File: src/rtl/alu_arbiter.sv
// alu_arbiter: shares one combinational ALU between the EX stage (port 0) and the debug unit (port 1).
// Port 0 has fixed priority. A starvation counter forces a grant to port 1 after a bounded wait.
// Each port has a one-entry registered response slot.
module alu_arbiter #(
    parameter int NB_REG       = 32,
    parameter int NB_ALU_CTRLI = 4,
    parameter int STARVE_LIMIT = 4,
    parameter int NB_STARVE    = 4
) (
    input  logic                    i_clock,
    input  logic                    i_reset,
    input  logic                    i_req_valid_0,
    input  logic [NB_REG-1:0]       i_req_a_0,
    input  logic [NB_REG-1:0]       i_req_b_0,
    input  logic [NB_ALU_CTRLI-1:0] i_req_ctrl_0,
    output logic                    o_req_ready_0,
    output logic                    o_rsp_valid_0,
    output logic [NB_REG-1:0]       o_rsp_result_0,
    output logic                    o_rsp_zero_0,
    input  logic                    i_rsp_ready_0,
    input  logic                    i_req_valid_1,
    input  logic [NB_REG-1:0]       i_req_a_1,
    input  logic [NB_REG-1:0]       i_req_b_1,
    input  logic [NB_ALU_CTRLI-1:0] i_req_ctrl_1,
    output logic                    o_req_ready_1,
    output logic                    o_rsp_valid_1,
    output logic [NB_REG-1:0]       o_rsp_result_1,
    output logic                    o_rsp_zero_1,
    input  logic                    i_rsp_ready_1,
    output logic [NB_REG-1:0]       o_alu_a,
    output logic [NB_REG-1:0]       o_alu_b,
    output logic [NB_ALU_CTRLI-1:0] o_alu_ctrl,
    input  logic [NB_REG-1:0]       i_alu_result,
    input  logic                    i_alu_zero,
    output logic [1:0]              o_grant
);
    logic                 rsp_valid_0_q, rsp_valid_0_d, rsp_valid_1_q, rsp_valid_1_d;
    logic [NB_REG-1:0]    rsp_result_0_q, rsp_result_0_d, rsp_result_1_q, rsp_result_1_d;
    logic                 rsp_zero_0_q, rsp_zero_0_d, rsp_zero_1_q, rsp_zero_1_d;
    logic [NB_STARVE-1:0] starve_q, starve_d;
    logic                 elig_0, elig_1, force_1, grant_0, grant_1, at_limit;

    // Arbitration and ALU operand mux; reset forces every grant, and therefore the mux, to zero.
    always_comb begin
        elig_0   = i_req_valid_0 && (!rsp_valid_0_q || i_rsp_ready_0);
        elig_1   = i_req_valid_1 && (!rsp_valid_1_q || i_rsp_ready_1);
        at_limit = starve_q >= NB_STARVE'(STARVE_LIMIT);
        force_1  = at_limit && elig_1;
        grant_0  = i_reset && elig_0 && !force_1;
        grant_1  = i_reset && elig_1 && (force_1 || !elig_0);
        o_alu_a    = grant_0 ? i_req_a_0    : grant_1 ? i_req_a_1    : '0;
        o_alu_b    = grant_0 ? i_req_b_0    : grant_1 ? i_req_b_1    : '0;
        o_alu_ctrl = grant_0 ? i_req_ctrl_0 : grant_1 ? i_req_ctrl_1 : '0;
    end

    // Slot next-state: load on grant, drop valid on drain, otherwise hold. Counter saturates at the limit.
    always_comb begin
        rsp_valid_0_d  = grant_0 || (rsp_valid_0_q && !i_rsp_ready_0);
        rsp_valid_1_d  = grant_1 || (rsp_valid_1_q && !i_rsp_ready_1);
        rsp_result_0_d = grant_0 ? i_alu_result : rsp_result_0_q;
        rsp_result_1_d = grant_1 ? i_alu_result : rsp_result_1_q;
        rsp_zero_0_d   = grant_0 ? i_alu_zero : rsp_zero_0_q;
        rsp_zero_1_d   = grant_1 ? i_alu_zero : rsp_zero_1_q;
        starve_d       = (grant_1 || !i_req_valid_1) ? '0 :
                         at_limit ? starve_q : starve_q + NB_STARVE'(1);
    end

    // Response slots and starvation counter; reset drops any pending response.
    always_ff @(posedge i_clock or negedge i_reset) begin
        if (!i_reset) begin
            rsp_valid_0_q  <= 1'b0;
            rsp_valid_1_q  <= 1'b0;
            rsp_result_0_q <= '0;
            rsp_result_1_q <= '0;
            rsp_zero_0_q   <= 1'b0;
            rsp_zero_1_q   <= 1'b0;
            starve_q       <= '0;
        end else begin
            rsp_valid_0_q  <= rsp_valid_0_d;
            rsp_valid_1_q  <= rsp_valid_1_d;
            rsp_result_0_q <= rsp_result_0_d;
            rsp_result_1_q <= rsp_result_1_d;
            rsp_zero_0_q   <= rsp_zero_0_d;
            rsp_zero_1_q   <= rsp_zero_1_d;
            starve_q       <= starve_d;
        end
    end

    assign o_req_ready_0  = grant_0;
    assign o_req_ready_1  = grant_1;
    assign o_grant        = {grant_1, grant_0};
    assign o_rsp_valid_0  = rsp_valid_0_q;
    assign o_rsp_valid_1  = rsp_valid_1_q;
    assign o_rsp_result_0 = rsp_result_0_q;
    assign o_rsp_result_1 = rsp_result_1_q;
    assign o_rsp_zero_0   = rsp_zero_0_q;
    assign o_rsp_zero_1   = rsp_zero_1_q;
endmodule

File: config.mk
export PLATFORM = sky130hd
export DESIGN_NAME = alu_arbiter
export DESIGN_NICKNAME = d
export VERILOG_FILES = /design/src/rtl/alu_arbiter.sv
export SDC_FILE = /design/constraint.sdc
export NUM_CORES = 1
export LEC_CHECK = 0
export BUFFER_PORTS_ARGS = -buffer_cell sky130_fd_sc_hd__buf_4
export CORE_AREA = 2 2 121 123
export CTS_CLUSTER_SIZE = 12
export DETAILED_ROUTE_END_ITERATION = 16
export DIE_AREA = 0 0 123 125
export PLACE_DENSITY = 0.69
export SETUP_SLACK_MARGIN = 0.02
export SYNTH_ARGS = -nofsm -noshare
export SYNTH_HDL_FRONTEND = slang
export SYNTH_SLANG_ARGS = --single-unit
export TNS_END_PERCENT = 50
File: constraint.sdc
create_clock -name i_clock -period 1.8 [get_ports i_clock]
set_input_delay 0.09 -clock i_clock [delete_from_list [all_inputs] [get_ports i_clock]]
set_output_delay 0.09 -clock i_clock [all_outputs]
set_load 0.02 [all_outputs]
# ---- Word level (Yosys, flattened, before mapping)
# Cells that the tools add are included.
dict set report word_totals {
  register_bits 72
}
dict set report op_classes {
  n_lt_le_gt_ge 1
  n_addsub 1
  reduce_logical 22
  n_mux 8
  n_eq_ne 1
}
# operator n
set ops {}
lappend ops {{$mux W32} 4}
lappend ops {{$mux W4} 4}
lappend ops {{$logic_and A1 B1 Y1} 9}
lappend ops {{$logic_not A1 Y1} 7}
lappend ops {{$logic_or A1 B1 Y1} 6}
lappend ops {{$add A4 B1 Y4 const B} 1}
lappend ops {{$ge A4 B3 Y1 const B} 1}
lappend ops {{$ne A2 B1 Y1 const B} 1}

# ---- Longest topological paths before layout
# Gate-level depths: netlist of run 1.
dict set report depth {
  depth_word 8
  depth_mapped 7
  ltp_nobuf 4
}

# ---- Worst setup path after synthesis of run 1
# No wires, ideal clock.
dict set report synth_path {
  path_kind {reg2out}
  startpoint {register rsp_valid_1_q (netlist: o_rsp_valid_1)}
  endpoint {output o_alu_b[23]}
  path_buffers 2
  setup_slack_ns 0.002
  stages_incl_launch_ff 7
  t_arrival_ns 1.708
  cell_sequence {dfrtp_1 nor2b_1 o311ai_4 buf_4 buf_6 nand3_1 o21ai_1}
}
dict set report synth_via {
  elab_chain_len 8
  elab_cells_between_ends 11
  classes_between {mux (2); reduce/logical (9)}
}
# element line
set synth_rtl {}
lappend synth_rtl {{start: declaration} 37} ;# logic rsp_valid_0_q, rsp_valid_0_d, rsp_valid_1_q, rsp_valid_1_d;
lappend synth_rtl {{start signal: assignment} 80} ;# rsp_valid_1_q <= rsp_valid_1_d;
lappend synth_rtl {{$logic_not A1 Y1 *} 46} ;# elig_1 = i_req_valid_1 && (!rsp_valid_1_q || i_rsp_ready_1);
lappend synth_rtl {{$logic_or A1 B1 Y1 *} 46}
lappend synth_rtl {{$logic_and A1 B1 Y1 *} 46}
lappend synth_rtl {{$logic_and A1 B1 Y1} 48} ;# force_1 = at_limit && elig_1;
lappend synth_rtl {{$logic_or A1 B1 Y1} 50} ;# grant_1 = i_reset && elig_1 && (force_1 || !elig_0);
lappend synth_rtl {{$logic_and A1 B1 Y1} 50}
lappend synth_rtl {{$mux W32} 52} ;# o_alu_b = grant_0 ? i_req_b_0 : grant_1 ? i_req_b_1 : '0;
lappend synth_rtl {{$mux W32 *} 52}
lappend synth_rtl {{end: declaration} 31} ;# output logic [NB_REG-1:0] o_alu_b,
# Mark *: on every way between the ends. The rest lies on a longest branch, timed or not.

# ---- Final worst setup path of run 1
dict set report layout_path {
  startpoint {register rsp_valid_1_q (netlist: o_rsp_valid_1)}
  endpoint {output o_alu_a[7]}
}
dict set report layout_via {
  elab_chain_len 8
  elab_cells_between_ends 11
  classes_between {mux (2); reduce/logical (9)}
}
# element line
set layout_rtl {}
lappend layout_rtl {{$logic_not A1 Y1 *} 46}
lappend layout_rtl {{$logic_or A1 B1 Y1 *} 46}
lappend layout_rtl {{$logic_and A1 B1 Y1 *} 46}
lappend layout_rtl {{$logic_and A1 B1 Y1} 48}
lappend layout_rtl {{$logic_or A1 B1 Y1} 50}
lappend layout_rtl {{$logic_and A1 B1 Y1} 50}
lappend layout_rtl {{$mux W32} 51} ;# o_alu_a = grant_0 ? i_req_a_0 : grant_1 ? i_req_a_1 : '0;
lappend layout_rtl {{$mux W32 *} 51}
lappend layout_rtl {{end: declaration} 30} ;# output logic [NB_REG-1:0] o_alu_a,
# Marked as above.

==> results of run 1 <==
## cell usage in the layout, fill, tap and decap left out, types with 2 or more instances in the layout
cell / n
dlygate4sd3_1: 27
o21ai_2: 16
nand2_1: 70
mux2_2: 56
dfrtp_1: 72
mux2_1: 10
a21oi_1: 2
inv_6: 2
o311ai_4: 2
clkinv_4: 2
buf_8: 4
buf_4: 322
bufinv_16: 2
nand3_1: 71
buf_6: 10
o21ai_1: 31
clkbuf_16: 9
o21ai_0: 16
buf_12: 7
o21ai_4: 5
## cell type report
type	instances	area [µm²]
inverters	4	22.5
multi-input cells	293	2000
clock buffers	10	239
clock inverters	6	97.6
repair buffers	371	3030
fillers	1330	6780
flip-flops and latches	72	1800
well taps	184	230
## what timing repair did
item | in CTS | in global routing
gates cloned | 1 | 0
gates resized for setup | 44 | 14
endpoints found under the hold margin | 73 | 1
setup endpoints to repair | 72 | 72
hold buffers | 26 | 1
setup buffers | 1 | 1
pin swaps | 2 | 0
## sequential cells by signal, indices dropped and copies added, names as in the netlist
register,count
o_rsp_result_0,32
o_rsp_result_1,32
starve_q,4
o_rsp_valid_0,1
o_rsp_valid_1,1
o_rsp_zero_0,1
o_rsp_zero_1,1
## worst paths after layout
check                                     endpoint  slack [ns]
min in group asynchronous       o_rsp_result_0[21]        0.06
worst min-delay path            o_rsp_result_1[24]       0.006
worst max-delay path                    o_alu_a[7]       -0.16
max in group asynchronous       o_rsp_result_1[21]        0.49
worst max register to register  o_rsp_result_0[24]        0.13
worst min register to register   o_rsp_result_0[7]        0.49
## per-stage QoR
step,cells,instance area (µm²)
after floorplan,407,3940
after global placement,894,6580
after detailed placement,894,6580
after CTS,938,7360
after global routing,940,7420
final,940,7420
## power by group through the flow
stage	Clock [W]	Sequential (W)	Combinational (W)
global placement	0	0.00217	0.00247
CTS	0.00204	0.00216	0.00262
floorplan	0	0.00258	0.000784
finish	0.00200	0.00216	0.00262
global route	0.00211	0.00220	0.00279
detailed placement	0	0.00218	0.00249
## kinds of logic after synthesis
group	count (synthesis)	share of synthesized area
fa+ha+maj	1	0.00322
flops	72	0.463
xor+xnor	1	0.00225
buf+inv	42	0.0582
compound gates	74	0.107
mux	66	0.191
simple gates	151	0.175
## layer usage
metal  share of wire  up-vias  track usage
met5               0        -            0
met4           0.018        0       0.0535
met3            0.10       23       0.0716
met2            0.47      201        0.340
met1            0.41     2069        0.260
li1                -     2112            -
## critical path, stage by stage, from the launching register on
cell and delay, ns:
dfrtp_1 0.38, nor2b_4 0.14, o311ai_4 0.27, buf_4 0.19, buf_16 0.12, nand3_1 0.12
o21ai_4 0.13, buf_4 0.19
==> reports/summary.txt, run 1 <==
Status: complete, but fails checks
Violated checks: setup timing
Skew final: 0.00863 ns
Post-Syn Area: 3890 µm²
Placer Congestion: 0.829
Hold Path Stages: 2
Total vias in the final route: 4405
Setup ws final: -0.161 ns
CP required: 1.71 ns
Mean Syn Cell Area: 9.56 µm²
Synth top area share: 0.463
Measured slew at the worst slew-check pin: 0.840 ns
Number of nets in the layout: 927
Reg2reg start: starve_q[2]
Initial DRC Count: 183
Clock root buffer master: clkbuf_16
# rows: 44
Post-synth EDFFs: 0
IO buf count: 314
Dominant cells by area after synthesis: dfrtp_1, mux2_2, nand3_1, nand2_1, o21ai_1
DP HPWL: 12300 µm
Fin util: 0.523
Hold slack: 0.00574 ns
Diodes inserted: 0
Tmin final: 1.96 ns
Worst Setup Start Kind: flop
Vias in the first global route: 4398
Worst Reg2Reg Path Length in Cells: 5
Max-Cap Viols: 0
Worst slack, placed: -0.355 ns
Switching part of the total: 0.331
Area delta synth->final: 90.8%
HP Class: input pin to flop
First-pass DRT Iterations: 4
Post-Synthesis Cells: 407
Crit-path max FO: 10
Num CTS Buffers: 9
Tot Pwr: 0.00678 W
Die area: 15400 µm²
Synth area leader: dfrtp_1
Clk slew on worst S/H paths: 0.06 ns
Peak supply drop: 0.838 mV
Ys flop type: dfrtp_1
Crit path from: o_rsp_valid_1
Pint: 0.00454 W
Initial antenna violation count: 0
Post-synth cell types: 28
CTS tree: built
Power density over the cells: 914 nW/µm²
Total negative slack: -6.81 ns
Initial core utilization: 0.274
Num Clock Sinks: 72
Post-Synthesis Net Count: 583
CP Capture Type: output pin
Combinational Power Share: 0.387
Min-delay src: i_alu_result[24]
CTS max path bufs: 2
Avg WL per Cell: 17.4 µm
Sequential-to-total area share from yosys stat: 0.463
First-pass GRT wire length: 24500 µm
LEAKAGE: 3.60 nW
Io pins: 315
Most numerous cell in the Yosys netlist: dfrtp_1
Synth Register Bits: 72
Setup-failing EPs final: 70
NetSw: 0.00224 W
H-tree Lvls: 3
Critical path class: flop to output pin
Drt total wl: 16300 µm
Fmax: 510 MHz
Core area: 14200 µm²
Flop pwr share: 0.318
Crit path DAT: 1.87 ns
Die span in y: 125 µm
DRC errors left: 0
Most frequent cells after synthesis: dfrtp_1, nand3_1, nand2_1, mux2_2, o21ai_1
Pin count of the biggest net entering global routing: 48
Synth warnings: 0
Total GRT Usage: 0.207
Vias per cell: 4.69
Die width: 123 µm
RSZ-0062 raised after global routing: yes
Slew Viols, Final: 0
Clock Latency Late Sink: 0.34 ns
Clk pwr share: 0.295
Max_slew headroom: 0.438
Final Cycle Share: 1.09
Share of cells above drive strength 1: 0.593
Remaining Overflow, GRT: 0
Final Hold Viols: 0
Post-synth ARST share: 1.00
Antenna-violating nets left: 0
(Power assumes the default switching activity.)
==> run 2, diff against run 1 <==
--- a/config.mk
+++ b/config.mk
@@ -6,10 +6,10 @@
 export NUM_CORES = 1
 export LEC_CHECK = 0
 export BUFFER_PORTS_ARGS = -buffer_cell sky130_fd_sc_hd__buf_4
-export CORE_AREA = 2 2 121 123
+export CORE_AREA = 2 2 124 126
 export CTS_CLUSTER_SIZE = 12
 export DETAILED_ROUTE_END_ITERATION = 16
-export DIE_AREA = 0 0 123 125
+export DIE_AREA = 0 0 126 128
 export PLACE_DENSITY = 0.69
 export SETUP_SLACK_MARGIN = 0.02
 export SYNTH_ARGS = -nofsm -noshare
==> constraint.sdc (replaced) <==
create_clock -name i_clock -period 1.6 [get_ports i_clock]
set_input_delay 0.08 -clock i_clock [delete_from_list [all_inputs] [get_ports i_clock]]
set_output_delay 0.08 -clock i_clock [all_outputs]
set_load 0.02 [all_outputs]
==> run 2 against run 1 <==
  * The run ends with hold timing, setup timing left
  * Register-to-register slack lost 0.50 ns
  * Global-route usage rose by 0.45 points
  * Sequential share of layout area down 5.9 points
  * Routed wire length grew 26%
  * Die area grew 4.9%
  * Cell count is 7.3% higher
  * Setup slack got worse by 0.26 ns
  * Count of clock-buffer cells in the layout increased by 2
  * Non-clock buffer count grew 65
  * First-iteration DRC count increased by 8.7%
  * Hold slack lost 0.13 ns
  * Utilization up 14 points
  * Critical path type unchanged
  * Highest routed layer unchanged
==> reports/summary.txt, run 2 (synthesized netlist as in run 1, its figures left out) <==
Placer Congestion: 0.920 (+11%)
Die area: 16100 µm² (+4.9%)
DRC errors left: 0 (unchanged)
RSZ-0062 raised after global routing: yes
CTS Hold Buffers Added: 33 (+27%)
First-pass GRT wire length: 27100 µm (+11%)
Most frequent cells in the layout: buf_4, buf_6, dfrtp_1
Setup-failing EPs final: 136 (+94%)
Cell count after placement: 909 (+1.7%)
Layout fillers: 1044 (-22%)
Clk slew on worst S/H paths: 0.06 ns (about the same)
Io pins: 315 (unchanged)
Peak supply drop: 0.949 mV (+13%)
Crit path DAT: 1.94 ns (+0.07 ns)
CP required: 1.52 ns (-0.19 ns)
Drt total wl: 20500 µm (+26%)
Number of nets in the layout: 992 (+7.0%)
Slew Viols, Final: 0 (unchanged)
Initial antenna violation count: 0 (unchanged)
Final Non-Filler Cells: 1009 (+7.3%)
Final Cycle Share: 1.26
CTS tree: built
Diodes inserted: 0 (unchanged)
Share of cells above drive strength 1: 0.759 (+0.166)
HP Class: input pin to asynchronous set/reset pin
Vias per cell: 4.93 (+5.1%)
Critical path class: flop to output pin
Clock root buffer master: clkbuf_16
Max-Cap Viols: 0 (unchanged)
Die width: 126 µm (+2.4%)
CTS max path bufs: 2 (unchanged)
Violated checks: hold timing, setup timing
Total GRT Usage: 0.212 (+0.00455)
Num CTS Buffers: 9 (unchanged)
Final Hold Viols: 51 (+51)
DP HPWL: 12600 µm (+2.3%)
Measured slew at the worst slew-check pin: 0.452 ns (-0.387 ns)
Max_slew headroom: 0.698 (+0.260)
Worst Setup Start Kind: flop
Skew final: 0.00581 ns (-0.00281 ns)
Commonest non-fill, non-tap cell in the layout: buf_4
CP Capture Type: output pin
Avg WL per Cell: 20.3 µm (+17%)
Remaining Overflow, GRT: 0 (unchanged)
LEAKAGE: 4.42 nW (+23%)
Total vias in the final route: 4971 (+13%)
# rows: 45 (+2.3%)
Area delta synth->final: 152%
Clock Latency Late Sink: 0.33 ns (about the same)
Fmax: 496 MHz
Num Clock Sinks: 72 (unchanged)
IO buf count: 314 (unchanged)
Setup ws final: -0.417 ns (-0.255 ns)
H-tree Lvls: 3 (unchanged)
Vias in the first global route: 5058 (+15%)
Hold slack: -0.121 ns (-0.126 ns)
Tmin final: 2.02 ns
Antenna-violating nets left: 0 (unchanged)
Die span in y: 128 µm (+2.4%)
Status: complete, but fails checks
Power density over the cells: 881 nW/µm² (-3.6%)
Crit-path max FO: 7 (-3)
Initial DRC Count: 199 (+8.7%)
Core area: 14900 µm² (+4.7%)
Pin count of the biggest net entering global routing: 93 (+94%)
Initial core utilization: 0.262 (-0.0122)
First-pass DRT Iterations: 4 (unchanged)
-- run 2: cell count changes in the layout (fill, tap and decap cells not counted), sizes merged --
cell	change
clkinv	-1
clkbuf	+9
inv	-1
buf	+52
dlygate4sd3	+6
-- run 2: timing repair --
action / CTS / global route
hold endpoints to repair: 115 / 51
cloned: 5 / 7
pin swaps: 13 / 46
gates resized for setup: 97 / 131
setup buffers: 18 / 23
setup endpoints to repair: 135 / 138
-- run 2: layout make-up --
cell class / instances / area [µm²] / share of cell area
clock inverters: 4 / 73.8 / 0.00752
well taps: 188 / 235 / 0.0240
multi-input cells: 293 / 3240 / 0.330
inverters: 4 / 20.0 / 0.00204
repair buffers: 436 / 4190 / 0.426
flip-flops and latches: 72 / 1800 / 0.184
clock buffers: 12 / 267 / 0.0271
-- run 2: per-stage QoR --
stage | area [µm²] | TNS (ns) | total power, W | setup slack [ns] | utilization
6_report | 9820 | -35.50 | 0.00865 | -0.417 | 0.661
5_1_grt | 9820 | -44.57 | 0.00898 | -0.485 | 0.661
2_1_floorplan | 4830 | -4.87 | 0.00406 | -0.0929 | -
3_3_place_gp | 7550 | -1.44 | 0.00552 | -0.0541 | 0.508
3_5_place_dp | 7550 | -3.42 | 0.00559 | -0.0851 | 0.508
4_1_cts | 8890 | -32.97 | 0.00824 | -0.441 | 0.598
-- run 2: worst paths after layout --
path                                       to  cells past startpoint               start  slack (ns)
setup / recovery                o_alu_ctrl[0]                      8       o_rsp_valid_1       -0.42
hold reg to reg            o_rsp_result_1[26]                      1  o_rsp_result_1[26]        0.50
max in group asynchronous   o_rsp_result_1[9]                      3             i_reset        1.19
hold / removal                    starve_q[3]                      2             i_reset       -0.12
setup reg to reg           o_rsp_result_0[13]                      8         starve_q[3]       -0.37
min in group i_clock              starve_q[0]                      2       i_req_valid_1        0.03
-- run 2: report_power, final --
group          internal [W]  switching, W  leakage [nW]
Clock               0.00150      0.000767         0.169
Sequential          0.00221      0.000238         0.855
Combinational       0.00203       0.00190          3.40
-- run 2: per-layer routing --
layer / vias up / wire length [µm] / track usage / share of wire
met5: - / 0 / 0 / 0
met4: 0 / 649 / 0.0718 / 0.032
met3: 42 / 1400 / 0.0518 / 0.068
met2: 255 / 10700 / 0.378 / 0.52
met1: 2435 / 7750 / 0.249 / 0.38
li1: 2239 / - / - / -
-- run 2: worst max-delay path, stage by stage (launching register included) --
cell and delay, ns:
dfrtp_2 0.40, nor2b_4 0.14, o311ai_4 0.25, buf_6 0.19
clkbuf_16 0.17, buf_12 0.14, nand3_2 0.06, o21ai_1 0.10
buf_4 0.16
